--- config.mk ---
export PLATFORM = sky130hd
export DESIGN_NAME = sr_reg_driver
export DESIGN_NICKNAME = d
export VERILOG_FILES = /design/src/rtl/sr_pkg.sv /design/src/rtl/sr_excite.sv /design/src/rtl/sr_reg_driver.sv
export SDC_FILE = /design/constraint.sdc
export NUM_CORES = 1
export LEC_CHECK = 0
export BUFFER_PORTS_ARGS = -buffer_cell sky130_fd_sc_hd__buf_4
export CAP_MARGIN = 20
export CORE_UTILIZATION = 33
export CTS_CLUSTER_DIAMETER = 60
export CTS_CLUSTER_SIZE = 14
export DETAILED_ROUTE_END_ITERATION = 6
export SYNTH_ARGS = -nofsm -noshare
export SYNTH_HDL_FRONTEND = slang
export SYNTH_HIERARCHICAL = 1
export SYNTH_SLANG_ARGS = --single-unit
--- constraint.sdc ---
create_clock -name clk -period 3.8 [get_ports clk]
set_input_delay 0.57 -clock clk [delete_from_list [all_inputs] [get_ports clk]]
set_output_delay 0.57 -clock clk [all_outputs]
set_load 0.03 [all_outputs]
--- src/rtl/sr_pkg.sv ---
// Shared types and helpers for the SR-register write controller.
// Counter widths cover SETTLE up to 15 and MAX_RETRY up to 7.
package sr_pkg;

  typedef enum logic [1:0] {
    IDLE  = 2'd0,
    DRIVE = 2'd1,
    WAIT  = 2'd2,
    CHECK = 2'd3
  } state_t;

  localparam int SETTLE_W = 4;
  localparam int RETRY_W  = 3;

  // Returns {s, r} for one bit; the two terms are mutually exclusive by construction.
  function automatic logic [1:0] excite_bit(input logic d, input logic q);
    return {d & ~q, ~d & q};
  endfunction

endpackage

--- src/rtl/sr_excite.sv ---
// Per-bit S/R excitation: set bits that must rise, reset bits that must fall.
module sr_excite
  import sr_pkg::*;
#(
  parameter int WIDTH = 8
) (
  input  logic [WIDTH-1:0] target,
  input  logic [WIDTH-1:0] q,
  output logic [WIDTH-1:0] s,
  output logic [WIDTH-1:0] r
);

  for (genvar i = 0; i < WIDTH; i++) begin : g_bit
    assign {s[i], r[i]} = excite_bit(target[i], q[i]);
  end

endmodule

--- src/rtl/sr_reg_driver.sv ---
// Write-side controller for an SR-flop register: drive, settle, read back,
// retry on mismatch and report done or err.
module sr_reg_driver
  import sr_pkg::*;
#(
  parameter int WIDTH     = 8,
  parameter int SETTLE    = 2,
  parameter int MAX_RETRY = 3
) (
  input  logic             clk,
  input  logic             rst,
  input  logic             wr_valid,
  output logic             wr_ready,
  input  logic [WIDTH-1:0] wr_data,
  input  logic [WIDTH-1:0] q_in,
  output logic [WIDTH-1:0] s_out,
  output logic [WIDTH-1:0] r_out,
  output logic             busy,
  output logic             done,
  output logic             err,
  output logic [WIDTH-1:0] rd_data
);

  state_t              state, state_nxt;
  logic [WIDTH-1:0]    target, target_nxt, rd_data_nxt;
  logic [SETTLE_W-1:0] settle_cnt, settle_nxt;
  logic [RETRY_W-1:0]  retry_cnt, retry_nxt;
  logic                done_nxt, err_nxt;
  logic [WIDTH-1:0]    s_drive, r_drive;

  sr_excite #(.WIDTH(WIDTH)) u_excite (
    .target (target),
    .q      (q_in),
    .s      (s_drive),
    .r      (r_drive)
  );

  // Excitation is gated by state so S/R drop to 0 on the same edge that leaves DRIVE or resets.
  assign s_out    = (state == DRIVE) ? s_drive : '0;
  assign r_out    = (state == DRIVE) ? r_drive : '0;
  assign wr_ready = (state == IDLE);
  assign busy     = (state != IDLE);

  always_comb begin
    // NOTE: every variable gets a default first so no path leaves it unassigned (no latch).
    state_nxt   = state;
    target_nxt  = target;
    settle_nxt  = settle_cnt;
    retry_nxt   = retry_cnt;
    rd_data_nxt = rd_data;
    done_nxt    = 1'b0;
    err_nxt     = 1'b0;
    unique case (state)
      IDLE: begin
        if (wr_valid) begin
          target_nxt = wr_data;
          retry_nxt  = '0;
          state_nxt  = DRIVE;
        end
      end
      DRIVE: begin
        settle_nxt = SETTLE_W'(SETTLE);
        state_nxt  = WAIT;
      end
      WAIT: begin
        settle_nxt = settle_cnt - SETTLE_W'(1);
        if (settle_cnt <= SETTLE_W'(1)) state_nxt = CHECK;
      end
      CHECK: begin
        rd_data_nxt = q_in;
        state_nxt   = IDLE;
        // An X on q_in makes this compare unknown, which falls through as a mismatch.
        if (q_in == target) begin
          done_nxt = 1'b1;
        end else if (retry_cnt < RETRY_W'(MAX_RETRY)) begin
          retry_nxt = retry_cnt + RETRY_W'(1);
          state_nxt = DRIVE;
        end else begin
          err_nxt = 1'b1;
        end
      end
      default: state_nxt = IDLE;
    endcase
  end

  always_ff @(posedge clk) begin
    // NOTE: non-blocking assignments so every register samples pre-edge values.
    if (rst) begin
      state      <= IDLE;
      target     <= '0;
      settle_cnt <= '0;
      retry_cnt  <= '0;
      rd_data    <= '0;
      done       <= 1'b0;
      err        <= 1'b0;
    end else begin
      state      <= state_nxt;
      target     <= target_nxt;
      settle_cnt <= settle_nxt;
      retry_cnt  <= retry_nxt;
      rd_data    <= rd_data_nxt;
      done       <= done_nxt;
      err        <= err_nxt;
    end
  end

endmodule

==> Word-level counts from Yosys, hierarchy flattened <==
Cells that the tools add are included.
{ "totals": {"inputBits": 19, "ff_bits": 27} }
{ "op_classes": {"bitwise": 33, "n_addsub": 2, "reduce_logical": 9, "magnitude_cmp": 2, "n_eq_ne": 8, "n_mux": 14} }
{ "ops": {"columns": ["op", "count"], "rows": [
  ["$not A1 Y1", 17],
  ["$and A1 B1 Y1", 16],
  ["$mux W8", 2],
  ["$mux W3", 3],
  ["$eq A8 B8 Y1", 1],
  ["$ne A2 B2 Y1 const B", 4],
  ["$pmux W2 S4", 1],
  ["$pmux W4 S2", 1],
  ["$pmux W3 S2", 1],
  ["$reduce_bool A2 Y1", 3],
  ["$eq A2 B2 Y1 const B", 2],
  ["$le A4 B1 Y1 const B", 1],
  ["$mux W1", 4],
  ["$mux W2", 2],
  ["$reduce_and A2 Y1", 2],
  ["$reduce_and A4 Y1", 1],
  ["$sub A4 B1 Y4 const B", 1],
  ["$add A3 B1 Y3 const B", 1],
  ["$lt A3 B2 Y1 const B", 1],
  ["$reduce_or A3 Y1", 1],
  ["$eq A2 B1 Y1 const B", 1],
  ["$logic_not A2 Y1", 1],
  ["$reduce_or A2 Y1", 1]
]} }

==> Longest topological paths before layout <==
Gate-level depths: netlist of the first run.
{ "depth": {"word_depth": 4, "ltp_mapped": 7, "ltp_nobuf": 7} }

==> Modules after synthesis <==
The synthesis of the first run kept the hierarchy.
{ "by_module_without_submodules": {"columns": ["module", "area_each_um2", "cells_per_inst", "instances"], "rows": [
  ["sr_reg_driver", 1372.6, 160, 1],
  ["sr_excite", 140.1, 16, 1]
]} }

==> Worst setup path after synthesis of the first run <==
OpenSTA, ideal clock, no wires.
{ "synth_timing": {"path_type": "reg2out", "from": "register state[1]", "to": "output port r_out[0]", "path_stages_with_launch": 5, "path_buffers": 1, "arrival_time_ps": 1137, "path_slack_ps": 2093, "cell_sequence": "dfxtp_1 inv_1 ha_1 clkbuf_1 and2_1"} }
{ "synth_between": {"elab_chain_cells": 2} }
{ "synth_lines": {"columns": ["item", "line", "source"], "rows": [
  ["start: declaration", "sr_reg_driver.sv:24", "state_t state, state_nxt;"],
  ["start signal: assignment", "sr_reg_driver.sv:97", "state <= state_nxt;"],
  ["$eq A2 B1 Y1", "sr_reg_driver.sv:40", "assign r_out = (state == DRIVE) ? r_drive : '0;"],
  ["$mux W8", "sr_reg_driver.sv:40", null],
  ["end: declaration", "sr_reg_driver.sv:17", "output logic [WIDTH-1:0] r_out,"]
]} }
No other way between the ends.

==> Final worst setup path of the first run <==
{ "layout_timing": {"from": "register state[1]", "to": "output port r_out[5]"} }
Same word-level chain as after synthesis.

==> flow_results.org, run 1 <==
** Floorplan
- The die is ~70 um tall.
- Floorplan core area :: around 4400 um^2
- Number of placed I/O pins :: 47
- The floorplan step defined a die boundary enclosing just under 5000 um^2.
- Standard-cell rows :: 24
- Starting density of the core :: 34.5%
- Die extent in x :: 69.7 um

** Timing
- Setup repair after global routing left no endpoint under its margin.
- Setup violations remaining at the end of the flow were counted as 0.
- At the pin with the least slew margin, the transition time is 0.758 ns.
- Setup TNS :: 0 ns
- Number of hold-slack violations in the final timing report :: 0
- Measured against its own limit, the worst slew margin works out to 49.5%.
- The worst path uses between 50% and 60% of the clock period.
- Number of pins with negative max-slew slack in the final report :: 0
- The clock arrives with 0.00809 ns of skew.
- Upper clock frequency limit :: between 400 and 500 MHz
- Post-layout min period :: 2.09 ns

** CTS
- The root buffer cell chosen for the clock tree is clkbuf_8.
- Buffers inserted during post-CTS setup optimization :: 0
- TritonCTS built the clock tree.
- Clock-pin slew was measured on the worst setup and hold paths at 0.09 ns.
- Clock Tree Buf Depth :: 2
- TritonCTS created 3 clock buffers.
- Number of hold-repair buffers added at the cts stage :: 0
- CTS built an H-tree with a depth of 1.
- Post-CTS repair changed the size of 0 cells.
- The clock net in this run drives a total of 27 sinks.
- Clock insertion delay at the later pin of the skew report :: 0.27 ns

** Power and ir drop
- Worst supply voltage drop on vdd :: 748 uV
- Areal power density over the cells :: 533 nW/um^2
- Cell leakage power :: 0.862 nW

** Yosys
- The cell area that synthesis handed to floorplanning was about 1500 um^2.
- Area fraction in and, or, nand and nor cells after synthesis :: between 30% and 40%
- Library cells used by synthesis :: 30
- Main area contributors after synthesis :: dfxtp_1, and2b_2, and2_1, ha_1, nand2_1
- Cell with the most instances after synthesis :: dfxtp_1
- Of the post-synthesis cell area, the part taken by muxes is under 10%.
- Post-Synth XOR/XNOR Area :: 4.63%
- Of the post-synthesis cell area, the dominant cell type holds a little over a third.
- Syn_nets :: 202
- Synthesized area per cell :: 8.59 um^2
- Dominant combinational cell family by area after synthesis :: simple AND/OR/NAND/NOR gates
- Library cell with the largest summed area after synthesis :: dfxtp_1
- Area fraction in compound gates after synthesis :: around an eighth
- Total number of yosys warnings :: 6
- Post-synthesis async set-or-reset flop share :: 0%
- The synthesized design contains 0 enable-type register cells.
- The share of the Yosys chip area taken by registers is 35.7%.
- Arithmetic-cell share of the synthesized area counting full adders, half adders and majority gates :: under 10%
- Synth Register Bits :: 27
- Among all flip-flop cells after synthesis, the most frequent one is dfxtp_1.
- Most frequent cells after synthesis :: dfxtp_1, nand2_1, and2_1
- Counting every instance in the synthesized netlist gives 176.

** Finish
- Signed area change from the synthesized netlist to the final layout :: 28.0%
- Number of standard cells in the layout, taps in and fillers out :: 270
- Fill cells in the final layout number 448.
- In the final layout, the share of cells above drive strength 1 is 33.0%.
- Net count reported at finish :: 245
- The number of antenna diodes in the final layout is 0.

** Critical path
- Critical Path End Type :: output pin
- FF-to-FF path depth :: 5
- Worst Setup Start Kind :: flip-flop
- In this run the worst path has a maximum fanout of 16.
- The worst setup path is of the reg -> out kind.
- Required time at the worst-slack endpoint :: 3.23 ns
- Data arrives at the worst endpoint at 1.52 ns.

** Detailed routing
- Antenna-violating nets left :: 0
- For this block, the routed nets add up to between 3000 and 4000 um of wire.
- The first TritonRoute pass finished after 4 iterations.
- DRC violations left :: 0
- For this block, the via count after detailed routing is 1279.
- Dividing the detail-routed via count by the number of cells gives around 4.7.
- Drt wl/cell :: 11.8 um
- DR iter-0 viols :: 38

** Min path
- Instance count along the most critical hold path :: 2
- Hold Crit Class :: reg -> reg

** GRT
- Global-route wire length before repair :: 5440 um
- Maximum number of pins on one net before global-route repair :: 29
- The initial antenna violation count is 0.
- Total GRT Usage :: 13.6%
- Via count of the first global-routing pass :: between 1000 and 1500
- GR Overflow Total :: 0

** Run
- Max-cap violations in this run came to 0.

** Place
- Detailed placement finished with a half-perimeter wire length of 2330 um.
- Final weighted congestion in routability-driven placement :: 0.785
- Counting tap cells, the placed design contains a total of 266 instances.
- IO buf count :: 46

** Run status
- Outcome :: complete, no violations
## critical path: stages (launching register included)
cell and delay, ns:
dfxtp_1 0.34, inv_1 0.12, ha_1 0.42, and2_1 0.20
buf_4 0.16
## kinds of logic after synthesis
family | count (synthesis)
buf+inv | 16
compound gates | 28
flops | 27
xor+xnor | 8
simple gates | 82
fa+ha+maj | 7
mux | 8
## through the flow
step / util (%) / hold slack [ns] / total power (W) / cell area [um^2] / worst slack [ns]
finish: 44.2 / 0.484 / 0.00103 / 1940 / 1.71
floorplan: - / 0.454 / 0.000728 / 1510 / 2.09
detailed placement: 43.1 / 0.470 / 0.000885 / 1890 / 1.83
global route: 44.2 / 0.527 / 0.00111 / 1940 / 1.52
global placement: 43.1 / 0.468 / 0.000880 / 1890 / 1.89
CTS: 44.2 / 0.486 / 0.00105 / 1940 / 1.64
## power by group
part	switching (W)	leakage, nW	total [W]	internal (W)
combinational	0.000317	0.617	0.000516	0.000199
sequential	0.0000345	0.219	0.000356	0.000322
clock	0.0000874	0.0255	0.000161	0.0000734
total	0.000439	0.862	0.00103	0.000594
## placed cells by master (no fill, tap or decap), types with 2 or more instances in the layout
master	n
dfxtp_1	27
and2_1	17
a21oi_1	16
inv_1	8
and2b_2	16
nand3_1	3
nor3_1	3
buf_4	46
mux2i_1	8
nand2b_1	2
nor4_4	2
clkbuf_8	3
ha_1	7
nor2_1	13
o21ai_0	3
a311oi_1	2
nand2_1	22
xor2_1	8
## routing by layer
layer / wire length [um] / track usage (%) / part of all wire, %
met1: 1460 / 16.1 / 46
met2: 1540 / 25.0 / 49
met4: 19 / 2.00 / 0.60
met5: 0 / 0 / 0
met3: 158 / 3.63 / 5.0
## path summary, 6_finish.rpt
path	from	endpoint	slack (ns)
min reg2reg	retry_cnt[2]$_SDFFE_PP0P_	retry_cnt[2]$_SDFFE_PP0P_	0.48
max	state[1]$_SDFFE_PP0P_	r_out[5]	1.71
min	retry_cnt[2]$_SDFFE_PP0P_	retry_cnt[2]$_SDFFE_PP0P_	0.48
max reg2reg	state[0]$_SDFFE_PP0P_	retry_cnt[0]$_SDFFE_PP0P_	1.82
## sequential cells by signal, indices dropped and copies added, names as in the netlist
register / count
done: 1
err: 1
rd_data: 8
retry_cnt: 3
settle_cnt: 4
state: 2
target: 8
## area by class of cell
| class | instances | area, um^2 | area share, % |
|---|---|---|---|
| Sequential cell | 27 | 541 | 27.9 |
| Clock inverter | 1 | 5.00 | 0.258 |
| Timing Repair Buffer | 46 | 345 | 17.8 |
| Tap cell | 52 | 65.1 | 3.36 |
| Multi-Input combinational cell | 133 | 910 | 47.0 |
| Clock buffer | 3 | 41.3 | 2.13 |
| Inverter | 8 | 30.0 | 1.55 |
(Power assumes the default switching activity.)
==> run 2: changes to the inputs <==
clock period = 1.9 ns   (was 3.8 ns; I/O delays follow)
==> flow_results.org, run 2 (synthesis results as in run 1) <==
** Critical path
- The worst setup path is captured at an output pin.
- The worst setup path is of the reg -> out kind.
- The number of cells on the worst reg-to-reg path came to 7 (+2).
- Worst Setup Start Kind :: flip-flop
- The data arrival time of the critical path was 1.42 ns (-0.10 ns).
- The worst path required time is 1.62 ns (-1.61 ns).
- Max FO, Critical Path :: 16 (unchanged)

** CTS
- H-tree depth :: 1 (unchanged)
- The tree is rooted in a clkbuf_8.
- The hold-fix buffer count after cts was 0 (unchanged).
- CTS Buf Count :: 3 (unchanged)
- Clock sink count :: 27 (unchanged)
- The maximum clock insertion buffer count came to 2 (unchanged).
- Clock tree from TritonCTS :: yes
- The insertion delay to the later sink of the worst-skew pair is 0.27 ns (about the same).
- The clock-pin slew of the registers on the worst-case setup and hold paths is 0.09 ns (about the same).

** Detailed routing
- Total number of vias :: 1262 (-1.3%)
- The number of remaining DRC errors was 0 (unchanged).
- The post-route antenna net violation count is 0 (unchanged).
- The count of TritonRoute iterations in the first routing pass came to 4 (unchanged).
- Drt wl/cell :: 11.4 um (-3.2%)
- DR iter-0 viols :: 32 (-16%)
- The total length of routed wires came to 3110 um (-2.2%).
- Post-detailed-route via-to-cell ratio :: 4.62 (-2.4%)

** Timing
- Counting I/O delays and the setup requirement, the final critical path takes 1.70 ns.
- Number of hold-slack violations in the final timing report :: 0 (unchanged)
- Setup repair after global routing left no endpoint under its margin.
- The slew at the pin closest to its max-slew limit was 0.499 ns (-0.259 ns).
- Worst clock skew on the final layout :: 0.00687 ns (-0.00123 ns)
- Based on the critical path, the design can be clocked at up to 587 MHz.
- Setup TNS :: 0 ns (unchanged)
- Number of pins with negative max-slew slack in the final report :: 0 (unchanged)
- Ratio of final minimum period to clock period :: 89.6%
- Worst slew margin relative to its limit :: 66.5% (+17 points)
- Final setup vio count :: 0 (unchanged)

** Place
- HPWL after detailed placement :: 2300 um (-1.6%)
- Final weighted congestion in routability-driven placement :: 0.847 (+7.9%)
- The count of buffers from port buffering came to 46 (unchanged).

** Finish
- Net count reported at finish :: 248 (+1.2%)
- Most common library cell in the layout ignoring fill and taps :: buf_4
- # diodes :: 0 (unchanged)
- Ratio of cells with drive above 1 in the final layout :: 34.4% (+1.4 points)
- Relative to the synthesized area, the layout overhead comes to 29.7%.
- In the final layout, the registers with the most flip-flops are rd_data (8), target (8), settle_cnt (4).
- Leaving out fill and tap cells, the most frequent cells in the layout are buf_4, dfxtp_1, nand2_1, and2_1.
- Fillers :: 458 (+2.2%)
- The share of the core filled with cells is 44.7% (+0.57 points).

** Min path
- Hold Crit Class :: in -> reg
- Instance count along the most critical hold path :: 3 (+1)

** GRT
- Antenna violations before repair :: 0 (unchanged)
- The aggregate global-route resource usage came to 12.7% (-0.93 points).
- Maximum number of pins on one net before global-route repair :: 29 (unchanged)
- Via count of the first global-routing pass :: 1092 (-11%)
- The sum of overflow across all layers after global routing was 0 (unchanged).
- The first-pass GRT wire length was 5060 um (-7.1%).

** Power and ir drop
- The leakage power total was 0.876 nW (+1.7%).
- The worst voltage drop across the vdd grid is 724 uV (-3.2%).
- The areal power density over the cells was 1060 nW/um^2 (+99%).

** Floorplan
- The height of the die came to 69.7 um (unchanged).
- The x dimension of the die is 69.7 um (unchanged).
- The starting density of the core is 34.5% (unchanged).
- Standard-cell rows :: 24 (unchanged)
- The overall die area was 4860 um^2 (unchanged).
- The core area is 4380 um^2 (unchanged).
- Number of placed I/O pins :: 47 (unchanged)

** Run status
- The run finished with clean final reports.

** Run
- Number of maximum-capacitance constraint violations :: 0 (unchanged)
[run 2: cell count changes in the layout (fill, tap and decap cells not counted), sizes merged]
| cell | change |
|---|---|
| buf | +3 |
[run 2: critical path: stages, from the launching register on]
cell	delay [ns]
dfxtp_1	0.34
inv_1	0.12
ha_2	0.35
and2_1	0.18
buf_4	0.16
[run 2: repair_timing]
item,CTS,global route
setup buffers,0,0
setup endpoints to repair,0,16
resized for setup,0,1
[run 2: where the power goes]
group	leakage, nW	switching, W	internal (W)
logic	0.631	0.000636	0.000417
registers	0.219	0.0000671	0.000644
clock network	0.0255	0.000176	0.000147
total	0.876	0.000879	0.00121
[run 2: per-layer routing]
layer | up-vias | wire length [um] | share of wire [%] | GRT usage [%]
li1 | 670 | - | - | -
met3 | 2 | 133 | 4.3 | 1.60
met5 | - | 0 | 0 | 0
met2 | 28 | 1410 | 45 | 21.6
met1 | 562 | 1540 | 50 | 16.7
met4 | 0 | 25 | 0.80 | 4.00
[run 2: path summary, 6_finish.rpt]
| path | startpoint | end | slack (ns) |
|---|---|---|---|
| setup / recovery | state[1]$_SDFFE_PP0P_ | r_out[6] | 0.20 |
| hold / removal | wr_data[1] | target[1]$_SDFFE_PP0P_ | 0.25 |
| hold reg to reg | target[4]$_SDFFE_PP0P_ | target[4]$_SDFFE_PP0P_ | 0.49 |
| setup reg to reg | state[0]$_SDFFE_PP0P_ | retry_cnt[0]$_SDFFE_PP0P_ | 0.21 |
[run 2: per-stage QoR]
stage | hold slack (ns) | std cells | total power (W) | setup slack [ns] | instance area [um^2]
floorplan | 0.421 | 176 | 0.00146 | 0.205 | 1510
global placement | 0.463 | 269 | 0.00178 | 0.293 | 1910
detailed placement | 0.479 | 269 | 0.00178 | 0.225 | 1910
CTS | 0.240 | 273 | 0.00211 | 0.0133 | 1960
global route | 0.243 | 273 | 0.00224 | 0.0355 | 1960
finish | 0.250 | 273 | 0.00209 | 0.197 | 1960
[run 2: layout make-up]
type                       instances  area, um^2  share of cell area, %
timing repair buffer              49         368                   18.8
tap                               52        65.1                   3.32
multi-input combinational        133         912                   46.5
inverter                           8        30.0                   1.53
clock buffer                       3        41.3                   2.10
sequential                        27         541                   27.6
clock inverter                     1        5.00                  0.255
